File: config.mk
export PLATFORM = sky130hd
export DESIGN_NAME = mem_stage_flat
export DESIGN_NICKNAME = d
export VERILOG_FILES = /design/src/rtl/mem_stage_pkg.sv /design/src/rtl/mem_stage_if.sv /design/src/rtl/mem_stage_wait_cnt.sv /design/src/rtl/mem_stage.sv /design/src/flat_wrapper.sv
export SDC_FILE = /design/constraint.sdc
export NUM_CORES = 1
export LEC_CHECK = 0
export CORE_UTILIZATION = 33
export DETAILED_ROUTE_END_ITERATION = 8
export PLACE_DENSITY = 0.93
export SYNTH_ARGS = -nofsm -noshare
export SYNTH_HDL_FRONTEND = slang
export SYNTH_SLANG_ARGS = --single-unit
File: constraint.sdc
create_clock -name clk -period 4.35 [get_ports clk]
set_input_delay 0.87 -clock clk [delete_from_list [all_inputs] [get_ports clk]]
set_output_delay 0.87 -clock clk [all_outputs]
set_load 0.05 [all_outputs]
File: src/rtl/mem_stage_pkg.sv
// Shared definitions for the memory stage: FSM state encoding, bus widths
// and the fault predicate used to refuse an access before it reaches memory.
package mem_stage_pkg;

    localparam int DATA_W = 16;
    localparam int ADDR_W = 16;

    typedef enum logic [1:0] {
        ST_IDLE = 2'b00,  // no access in flight
        ST_REQ  = 2'b01,  // request presented, memory has not accepted yet
        ST_WAIT = 2'b10   // accepted, waiting for done
    } state_t;

    // A word access must be even-aligned and cannot be a load and a store at once.
    function automatic logic access_fault(input logic rd, input logic wr, input logic addr_lsb);
        return addr_lsb | (rd & wr);
    endfunction

endpackage

File: src/rtl/mem_stage_if.sv
// Data-memory port between the memory stage (master) and the data memory (slave).
//   req   : master -> slave, access request
//   wr    : master -> slave, 1 = write, 0 = read; valid with req
//   addr  : master -> slave, access address; valid with req
//   wdata : master -> slave, write data; valid with req & wr
//   stall : slave -> master, request in this cycle not accepted
//   done  : slave -> master, access complete; rdata valid for reads
//   rdata : slave -> master, read data
interface mem_stage_if;
    import mem_stage_pkg::*;

    logic              req;
    logic              wr;
    logic [ADDR_W-1:0] addr;
    logic [DATA_W-1:0] wdata;
    logic              stall;
    logic              done;
    logic [DATA_W-1:0] rdata;

    modport master (
        output req, wr, addr, wdata,
        input  stall, done, rdata
    );

    modport slave (
        input  req, wr, addr, wdata,
        output stall, done, rdata
    );

endinterface

File: src/rtl/mem_stage_wait_cnt.sv
// Wait-cycle counter for the memory stage.
//   clk, rst : clock and synchronous active-high reset
//   clr      : synchronous clear (wins over en)
//   en       : count one cycle
//   tc       : counter equals TIMEOUT-1, i.e. this is the last allowed wait cycle
module mem_wait_cnt #(
    parameter int TIMEOUT = 16,
    parameter int CNT_W   = 5
) (
    input  logic clk,
    input  logic rst,
    input  logic clr,
    input  logic en,
    output logic tc
);

    logic [CNT_W-1:0] cnt;

    always_ff @(posedge clk) begin
        if (rst || clr) begin
            cnt <= '0;
        end else if (en) begin
            cnt <= cnt + CNT_W'(1);
        end
    end

    assign tc = (cnt == CNT_W'(TIMEOUT - 1));

endmodule

File: src/rtl/mem_stage.sv
// Memory pipeline stage: turns one load/store per instruction into a single
// access on a stalling req/accept/done data-memory port, stalls the pipeline
// until the access completes and registers load data for writeback and the
// M->X forwarding path.
//   clk, rst    : clock and synchronous active-high reset
//   valid_m     : instruction present in MEM this cycle
//   mem_read    : instruction is a load
//   mem_write   : instruction is a store (both set is illegal)
//   addr_m      : effective address from the EX/MEM latch
//   wrt_data_m  : store data from the EX/MEM latch
//   dm          : data-memory port (master side)
//   read_data_m : registered load result
//   stall_m     : hold IF..EX and the EX/MEM latch this cycle
//   err         : sticky error (misaligned, illegal op, timeout)
module mem_stage
    import mem_stage_pkg::*;
#(
    parameter int TIMEOUT = 16,  // max wait cycles after acceptance (>= 2)
    parameter int CNT_W   = 5    // must hold TIMEOUT
) (
    input  logic              clk,
    input  logic              rst,
    input  logic              valid_m,
    input  logic              mem_read,
    input  logic              mem_write,
    input  logic [ADDR_W-1:0] addr_m,
    input  logic [DATA_W-1:0] wrt_data_m,
    mem_stage_if.master       dm,
    output logic [DATA_W-1:0] read_data_m,
    output logic              stall_m,
    output logic              err
);

    state_t state;
    state_t state_nxt;
    logic   access;
    logic   req;
    logic   stall;
    logic   err_set;
    logic   load_cap;
    logic   cnt_clr;
    logic   cnt_en;
    logic   cnt_tc;

    // Once err is up the stage refuses all work so the pipeline can drain.
    assign access = valid_m & (mem_read | mem_write) & ~err;

    mem_wait_cnt #(
        .TIMEOUT (TIMEOUT),
        .CNT_W   (CNT_W)
    ) u_wait_cnt (
        .clk (clk),
        .rst (rst),
        .clr (cnt_clr),
        .en  (cnt_en),
        .tc  (cnt_tc)
    );

    // NOTE: every signal written here gets a default first, so no path leaves
    // one unassigned and no latch is inferred.
    always_comb begin
        state_nxt = state;
        req       = 1'b0;
        stall     = 1'b0;
        err_set   = 1'b0;
        load_cap  = 1'b0;
        cnt_clr   = 1'b1;
        cnt_en    = 1'b0;

        unique case (state)
            ST_IDLE: begin
                if (access) begin
                    if (access_fault(mem_read, mem_write, addr_m[0])) begin
                        err_set = 1'b1;
                    end else begin
                        req       = 1'b1;
                        stall     = 1'b1;
                        state_nxt = dm.stall ? ST_REQ : ST_WAIT;
                    end
                end
            end

            ST_REQ: begin
                // Address and data come straight from the held EX/MEM latch,
                // so re-driving them is free.
                req   = 1'b1;
                stall = 1'b1;
                if (!dm.stall) begin
                    state_nxt = ST_WAIT;
                end
            end

            ST_WAIT: begin
                cnt_clr = 1'b0;
                cnt_en  = 1'b1;
                // done is checked first: it wins over stall and over the
                // timeout landing in the same cycle.
                if (dm.done) begin
                    load_cap  = mem_read;
                    cnt_clr   = 1'b1;
                    state_nxt = ST_IDLE;
                end else if (cnt_tc) begin
                    err_set   = 1'b1;
                    cnt_clr   = 1'b1;
                    state_nxt = ST_IDLE;
                end else begin
                    stall = 1'b1;
                end
            end

            default: begin
                state_nxt = ST_IDLE;
            end
        endcase

        // While reset is held the port and the pipeline see an idle stage,
        // whatever state the flops were left in.
        if (rst) begin
            req   = 1'b0;
            stall = 1'b0;
        end
    end

    // NOTE: state is updated with non-blocking assignments so every flop
    // samples the pre-edge values regardless of statement order.
    always_ff @(posedge clk) begin
        if (rst) begin
            state       <= ST_IDLE;
            read_data_m <= '0;
            err         <= 1'b0;
        end else begin
            state <= state_nxt;
            if (load_cap) begin
                read_data_m <= dm.rdata;
            end
            if (err_set) begin
                err <= 1'b1;
            end
        end
    end

    assign dm.req   = req;
    assign dm.wr    = mem_write;
    assign dm.addr  = addr_m;
    assign dm.wdata = wrt_data_m;
    assign stall_m  = stall;

endmodule

File: src/flat_wrapper.sv
// flat-port wrapper written by rule: the top's interface ports become plain ports
module mem_stage_flat import mem_stage_pkg::*;
#(
    parameter int TIMEOUT = 16,                                            
    parameter int CNT_W   = 5                        
)
  (clk, rst, valid_m, mem_read, mem_write, addr_m, wrt_data_m, read_data_m, stall_m, err, dm_req, dm_wr, dm_addr, dm_wdata, dm_stall, dm_done, dm_rdata);
  mem_stage_if dm_i ();
  input  logic clk;
  input  logic rst;
  input  logic valid_m;
  input  logic mem_read;
  input  logic mem_write;
  input  logic [ADDR_W-1:0] addr_m;
  input  logic [DATA_W-1:0] wrt_data_m;
  output logic [DATA_W-1:0] read_data_m;
  output logic stall_m;
  output logic err;
  output wire logic [$bits(dm_i.req)-1:0] dm_req;
  output wire logic [$bits(dm_i.wr)-1:0] dm_wr;
  output wire logic [$bits(dm_i.addr)-1:0] dm_addr;
  output wire logic [$bits(dm_i.wdata)-1:0] dm_wdata;
  input wire logic [$bits(dm_i.stall)-1:0] dm_stall;
  input wire logic [$bits(dm_i.done)-1:0] dm_done;
  input wire logic [$bits(dm_i.rdata)-1:0] dm_rdata;
  assign dm_req = dm_i.req;
  assign dm_wr = dm_i.wr;
  assign dm_addr = dm_i.addr;
  assign dm_wdata = dm_i.wdata;
  assign dm_i.stall = dm_stall;
  assign dm_i.done = dm_done;
  assign dm_i.rdata = dm_rdata;
  mem_stage #(.TIMEOUT(TIMEOUT), .CNT_W(CNT_W)) u_core (.clk(clk), .rst(rst), .valid_m(valid_m), .mem_read(mem_read), .mem_write(mem_write), .addr_m(addr_m), .wrt_data_m(wrt_data_m), .dm(dm_i), .read_data_m(read_data_m), .stall_m(stall_m), .err(err));
endmodule
Word-level counts from Yosys, hierarchy flattened. Index checks and enable logic that the tools add are counted.

Flip-flop bits (word level): 24. Bits of input ports: 55. Output and inout port bits: 52. Word-level logic and storage cells: 46.

$add $sub $neg: 1. Equality and inequality tests: 7. Multiplexer cells: 25. Bitwise operators: 6. Reduce and logical (&&, ||, !) cells: 3.

Operators with widths (number): 1-bit two-way mux (15); 2-bit two-way mux (6); 2-bit one-hot mux with 3 select lines (1); 5-bit by 1-bit adder with 5-bit output (second input constant) (1); 5-bit by 4-bit == test with 1-bit output (second input constant) (1); 2-bit != test (second input constant) (2); 1-bit one-hot mux with 2 select lines (2); 4-bit AND reduction (1); 1-bit AND (3); 3-bit by 2-bit != test with 1-bit output (second input constant) (1); 1-bit one-hot mux with 3 select lines (1); 2-bit by 1-bit == test with 1-bit output (second input constant) (1); 2-bit == test (second input constant) (1); 2-bit logical NOT (1); 2-bit by 1-bit != test with 1-bit output (second input constant) (1); 1-bit OR (2); 1-bit logical OR (1); 1-bit NOT (1).

Depth between registers and ports, before layout. Gate-level depths: netlist of the first run.

Depth after elaboration: 6. Gate-level depth with buffers: 7. Mapped depth without buffers: 6.

By module. A second synthesis of the first run with hierarchy kept.

Cell total of the unflattened synthesis: 151. Area total of the unflattened synthesis: 1288.7 µm².

Modules (own cells, without submodules): mem_stage (instances 1, cells an instance 127, area each 1031.0 µm², seq. area each 380.4 µm²); mem_wait_cnt (instances 1, cells an instance 24, area each 257.7 µm², seq. area each 100.1 µm²).

Worst setup path before layout of the first run. No wires, ideal clock.

Kind: input to output. Start point: input dm_done. End point: output stall_m. Arrival: 2.496 ns. Data required time: 3.480 ns. Slack: 0.984 ns. Stages: 2. Buffers on the path: 0. Cell sequence: or3_1 a221oi_1.

Longest elaborated chain between the ends: 3.

Ends and longest elaborated chain: start: declaration (RTL line flat_wrapper.sv:24) `input wire logic [$bits(dm_i.done)-1:0] dm_done;`; 1-bit two-way mux (RTL line mem_stage.sv:98) `if (dm.done) begin`; 1-bit one-hot mux with 3 select lines (RTL line mem_stage.sv:70) `unique case (state)`; 1-bit two-way mux (RTL line mem_stage.sv:118) `if (rst) begin`; end: declaration (RTL line flat_wrapper.sv:17) `output logic stall_m;`.

Every way passes these cells.

Worst setup path in the final report of the first run.
Start point: input mem_read. End point: output stall_m.

Longest elaborated chain between the ends: 6. Elaborated cells between the ends (all ways): 9. Classes of those cells: mux (4); bitwise (5).

Ends and longest elaborated chain: start: declaration (RTL line flat_wrapper.sv:12) `input logic mem_read;`; 1-bit AND / 1-bit OR (equally long branches) (RTL line mem_stage_pkg.sv:16, mem_stage.sv:46); 1-bit OR / 1-bit AND (equally long branches) (RTL line mem_stage_pkg.sv:16, mem_stage.sv:46); 1-bit two-way mux / 1-bit AND (equally long branches) (RTL line mem_stage.sv:73, mem_stage.sv:46); 1-bit two-way mux (*) (RTL line mem_stage.sv:72) `if (access) begin`; 1-bit one-hot mux with 3 select lines (*) (RTL line mem_stage.sv:70); 1-bit two-way mux (*) (RTL line mem_stage.sv:118).

Every way passes the cells marked *; elsewhere a longest branch is shown, timed or not.

==> results of run 1 <==
## power breakdown
group | leakage (nW) | internal, mW | total, mW | switching [mW]
clock | 0.0138 | 0.0322 | 0.0916 | 0.0594
combinational | 0.276 | 0.0291 | 0.0573 | 0.0282
sequential | 0.194 | 0.222 | 0.225 | 0.00233
## path summary, 6_finish.rpt
path	from	endpoint	slack (ps)	cells past startpoint
setup / recovery	mem_read	stall_m	600	5
hold reg to reg	u_core.u_wait_cnt.cnt[0]	u_core.u_wait_cnt.cnt[0]	460	1
setup reg to reg	u_core.u_wait_cnt.cnt[0]	u_core.u_wait_cnt.cnt[2]	2410	6
hold / removal	u_core.u_wait_cnt.cnt[0]	u_core.u_wait_cnt.cnt[0]	460	1
## sequential cells by signal, indices dropped and copies added (netlist names)
register / count
u_core.read_data_m: 16
u_core.u_wait_cnt.cnt: 5
u_core.state: 2
u_core.err: 1
## routing by layer
layer | vias to the layer above | GRT usage [%] | wire [µm]
li1 | 457 | - | -
met2 | 40 | 19.3 | 1140
met5 | - | 0 | 0
met1 | 401 | 14.0 | 1000
met3 | 2 | 4.55 | 176
met4 | 0 | 4.76 | 9
## metrics by stage
stage	instance area, µm²	cells	hold WS [ps]	setup WS [ps]
6_report	1430	198	461	604
3_5_place_dp	1410	195	438	614
2_1_floorplan	1190	144	417	984
4_1_cts	1430	198	461	608
3_3_place_gp	1410	195	427	627
5_1_grt	1430	198	473	514
## area by class of cell
cell class / count / area (µm²)
flip-flops and latches: 24 / 480
inverters: 2 / 7.51
fillers: 333 / 1960
well taps: 46 / 57.6
multi-input cells: 78 / 415
clock buffers: 3 / 22.5
repair buffers: 45 / 448
## cells by family after synthesis
kind of cell | after synthesis
DFF | 24
AOI/OAI and AO/OA | 22
buffers and inverters | 42
and+or+nand+nor | 51
xor gates and xnor gates | 3
adders and majority gates | 2
## placed cells by master (no fill, tap or decap), types with 2 or more instances in the layout
| master | count |
|---|---|
| ha_1 | 2 |
| nand3_1 | 2 |
| nor2_1 | 6 |
| clkbuf_4 | 3 |
| dfxtp_1 | 24 |
| inv_1 | 2 |
| a21oi_1 | 17 |
| xor2_1 | 3 |
| nand2_1 | 32 |
| nor2_2 | 2 |
| clkdlybuf4s50_1 | 44 |
## critical path: stages
cell             delay, ps
clkdlybuf4s50_1        540
xor2_1                 240
nand3_1                100
a221oi_1               270
clkdlybuf4s50_1        850
==> impl_results.md, run 1 <==
- Outcome: finished clean
- Routed len/inst: about 12 µm
- Leakage dissipation: around 0.48 nW
- Maximum VDD drop: between 0.0001 and 0.00015 V
- Worst hold path type: reg2reg
- # hold bufs at CTS: 0
- Worst Max-Slew Pin Slew: between 600 and 700 ps
- Pin count of the biggest net entering global routing: 17
- DRT antenna net count: 0
- Mux cell area share after synthesis: 0%
- Post-route clock skew: 1.18 ps
- Minimum clock period: roughly 3700 ps
- Area grow syn2layout: 20.4%
- Flops & latches, synth: 24
- Crit share post-route: between 80% and 90%
- Latest clock arrival within the worst-skew pair: about 300 ps
- Simple-Gate Fraction of Synth Area: 20.1%
- RSZ-0062 raised after global routing: false
- Leading post-synthesis cells by cell area: dfxtp_1 (40%), buf_4 (21%), nand2_1 (10%), a21oi_1 (7.2%), xor2_1 (2.2%)
- Post-CTS setup buffers: 0
- Layout cells sized above 1: ~4.6%
- CTS root buffer: clkbuf_4
- CP Data Required Time: 3480 ps
- Routability congestion estimate: roughly 0.8
- WL final: between 2000 and 2500 µm
- First-pass GRT wire length: 3260 µm
- Clk buf depth: 2
- Max-cap violations: 0
- Post-synth top cells: buf_4 (33), nand2_1 (32), dfxtp_1 (24), a21oi_1 (17), nor2_1 (6)
- Largest family of logic cells by synthesized area: buffers and inverters
- Final-report setup violation count: 0
- Crit Path Class: in2out
- Syn Nets: 201
- Area share of fa/ha/maj cells after synthesis: about 2.1%
- Core footprint: roughly 3400 µm²
- Die height: roughly 62 µm
- Total CTS buffers: 3
- Synth Area in Compound Gates: between 10% and 20%
- Iter 0 DRT Violations: 28
- Sum Neg Setup Slack: 0 ps
- Vias per Instance: roughly 4.5
- Syn_area_per_cell: just over 8 µm²
- Yosys top cell by area: dfxtp_1
- Clock Sink Count: 24
- # diodes: 0
- Gr ovfl total: 0
- Nets: between 200 and 250
- Crit path arrival time: between 2000 and 3000 ps
- Total number of vias: 900
- CP Max Fanout: 5
- Synthesized area: between 1000 and 1500 µm²
- PostCTS Resize Cnt: 0
- Initial Utilization: 35.1%
- Final core utilization: between 40% and 50%
- HPWL Detailed: roughly 1800 µm
- Post-synthesis sequential area ratio: 40.4%
- H-tree depth: 1
- TritonCTS clock tree: done
- Top_reg_cell synth: dfxtp_1
- Number of port buffers: 44
- PD cells: about 260 nW/µm²
- Top-count cell post-synth: buf_4
- Distinct cells, synth: 28
- Clk slew on worst S/H paths: roughly 120 ps
- Xor/xnor share of the synthesized area: under 10%
- Startpoint types: input port
- DR DRC count: 0
- Die Wd: 62.0 µm
- Max-slew headroom: a little over half
- Total power: ~370 µW
- Top achievable clock speed: approximately 0.27 GHz
- Gate Count Post-Synth: 144
- Total track usage: between 10% and 20%
- Die area: 3850 µm²
- Vias in the first global route: 733
- Final Slew Violations: 0
- Drt pass-1 iters: 4
- Core Rows: 21
- Initial antenna violation count: 0
- Io pins: ~110
- Top cell type's share of synthesized area: just over 40%
- FFs w/ async S/R, synth: 0%
- Number of synthesized flops with an enable pin: 0
- Final hold viol count: 0
- Synth Warn #: 0
- Nature of the critical path endpoint: output port
Note: power is estimated with default switching activity, not from simulation.
==> run 2, diff against run 1 <==
- CAP_MARGIN: unset -> 20
- PLACE_DENSITY: 0.93 -> 0.85
==> run 2 against run 1 <==
  * Worst setup slack got worse by 33 ps
  * Die area is the same
  * Register-to-register slack hardly changed
  * Sequential share of layout area is 0.69 points lower
  * Routed wire length is 3.2% lower
  * First-iteration DRC count decreased by 21%
  * Worst hold slack about the same
  * Cell area rose by 2.1%
  * Combinational power is essentially flat
  * Highest routed layer unchanged
==> impl_results.md, run 2 (synthesis results as in run 1) <==
- Most frequent cells in the layout: clkdlybuf4s50_1 (44), nand2_1 (32), dfxtp_1 (24) (unchanged)
- Crit Path Class: in2out (unchanged)
- Vias per Instance: 4.55 (about the same)
- Final Slew Violations: 0 (unchanged)
- Final hold slack: 461 ps (about the same)
- Cell count after placement: 195 (unchanged)
- # fillers: 334 (was 333)
- Total power: 442 µW (was 374 µW)
- Nature of the critical path endpoint: output port (unchanged)
- Sum Neg Setup Slack: 0 ps (unchanged)
- Nets: 211 (unchanged)
- Routed len/inst: 11.3 µm (was 11.8 µm)
- Placed Area: 1410 µm² (unchanged)
- CTS root buffer: clkbuf_4 (unchanged)
- Worst reg2reg path startpoint: u_core.u_wait_cnt.cnt[0] (unchanged)
- Number of port buffers: 44 (unchanged)
- Total CTS buffers: 3 (unchanged)
- Leakage dissipation: 0.497 nW (was 0.483 nW)
- CP Max Fanout: 5 (unchanged)
- FF-to-FF path depth: 6 (unchanged)
- Worst reg2reg endpoint: u_core.u_wait_cnt.cnt[2] (unchanged)
- TritonCTS clock tree: done (unchanged)
- Iter 0 DRT Violations: 22 (was 28)
- Die Wd: 62.0 µm (unchanged)
- Total track usage: 12.2% (was 11.9%)
- # hold bufs at CTS: 0 (unchanged)
- Vias in the first global route: 783 (was 733)
- HPWL Detailed: 1700 µm (was 1790 µm)
- Io pins: 107 (unchanged)
- Top routing layer used: met4 (unchanged)
- Setup ws final: 571 ps (was 604 ps)
- Clk slew on worst S/H paths: 120 ps (about the same)
- Final hold viol count: 0 (unchanged)
- DRT antenna net count: 0 (unchanged)
- Flop-to-flop setup slack: 2420 ps (was 2410 ps)
- Top achievable clock speed: 0.265 GHz (was 0.267 GHz)
- First-pass GRT wire length: 3380 µm (was 3260 µm)
- DR DRC count: 0 (unchanged)
- H-tree depth: 1 (unchanged)
- Hold endpoint: u_core.read_data_m[13] (was u_core.u_wait_cnt.cnt[0])
- Metal3 WL: 143 µm (was 176 µm)
- Die area: 3850 µm² (unchanged)
- Crit path arrival time: 2910 ps (was 2880 ps)
- Final-report setup violation count: 0 (unchanged)
- Crit share post-route: 86.9% (was 86.1%)
- RSZ-0062 raised after global routing: false (unchanged)
- Hold Path Depth: 2 (was 1)
- Total number of vias: 906 (was 900)
- Clk buf depth: 2 (unchanged)
- Drt pass-1 iters: 4 (unchanged)
- CP Data Required Time: 3480 ps (about the same)
- Outcome: finished clean (unchanged)
- Minimum clock period: 3780 ps (was 3750 ps)
- Metal-1 WL: 981 µm (was 1000 µm)
- Fin cells: 199 (was 198)
- Core Rows: 21 (unchanged)
- Post-CTS setup buffers: 0 (unchanged)
- Pin count of the biggest net entering global routing: 17 (unchanged)
- Gr ovfl total: 0 (unchanged)
- Worst Max-Slew Pin Slew: 679 ps (was 680 ps)
- Layout cells sized above 1: 5.23% (was 4.61%)
- Area grow syn2layout: 22.9% (was 20.4%)
- # diodes: 0 (unchanged)
- Largest regs: u_core.read_data_m x16, u_core.u_wait_cnt.cnt x5, u_core.state x2 (unchanged)
- Core footprint: 3390 µm² (unchanged)
- Startpoint types: input port (unchanged)
- PostCTS Resize Cnt: 0 (unchanged)
- Max-slew headroom: 54.5% (was 54.4%)
- WL final: 2250 µm (was 2330 µm)
- Max-cap violations: 0 (unchanged)
- Initial antenna violation count: 0 (unchanged)
- Setup WS pre-CTS: 547 ps (was 614 ps)
- Die height: 62.0 µm (unchanged)
- Worst hold path type: reg2reg (unchanged)
- Latest clock arrival within the worst-skew pair: 320 ps (was 300 ps)
- FF+latch area: 480 µm² (unchanged)
- Multi-input gate area: 415 µm² (unchanged)
- Post-route clock skew: 9.93 ps (was 1.18 ps)
- Maximum VDD drop: 0.000111 V (was 0.000104 V)
- Most common cell after layout, fill and taps aside: clkdlybuf4s50_1 (unchanged)
- Met2 wire len: 1120 µm (was 1140 µm)
- Hold Startpoint: u_core.read_data_m[13] (was u_core.u_wait_cnt.cnt[0])
- Max reg flops: 16 (unchanged)
- Routability congestion estimate: 0.782 (was 0.777)
- Final non-filler cell area: 1460 µm² (was 1430 µm²)
- Final core utilization: 43.1% (was 42.2%)
- Initial Utilization: 35.1% (unchanged)
- Most flop-heavy register: u_core.read_data_m (unchanged)
- Clock Sink Count: 24 (unchanged)
- PD cells: 302 nW/µm² (was 261 nW/µm²)
[run 2: metal layers]
| metal | track usage, % | up-vias |
|---|---|---|
| met5 | 0 | - |
| met4 | 6.98 | 0 |
| met3 | 3.93 | 4 |
| met2 | 20.4 | 34 |
| met1 | 13.5 | 409 |
| li1 | - | 459 |
[run 2: report_power, final]
| part | switching [mW] | leakage, nW | internal [mW] |
|---|---|---|---|
| clock network | 0.0669 | 0.0279 | 0.0932 |
| registers | 0.00247 | 0.194 | 0.222 |
| logic | 0.0280 | 0.276 | 0.0291 |
| total | 0.0973 | 0.497 | 0.345 |
[run 2: worst max path at each step]
stage / from / to / slack [ps]
2_1_floorplan: dm_done / stall_m / 980
3_3_place_gp: mem_read / stall_m / 560
3_5_place_dp: mem_read / stall_m / 550
4_1_cts: mem_read / stall_m / 540
5_1_grt: mem_read / stall_m / 480
6_report: mem_read / stall_m / 570
[run 2: layout make-up]
cell class | instances | share of cell area (%)
well taps | 46 | 3.94
flip-flops and latches | 24 | 32.9
repair buffers | 45 | 30.7
inverters | 2 | 0.514
clock buffers | 3 | 1.54
multi-input cells | 78 | 28.4
clock inverters | 1 | 2.05
[run 2: worst max-delay path: stages]
cell             delay (ps)
clkdlybuf4s50_1         550
xor2_1                  220
nand3_1                 100
a221oi_1                300
clkdlybuf4s50_1         860
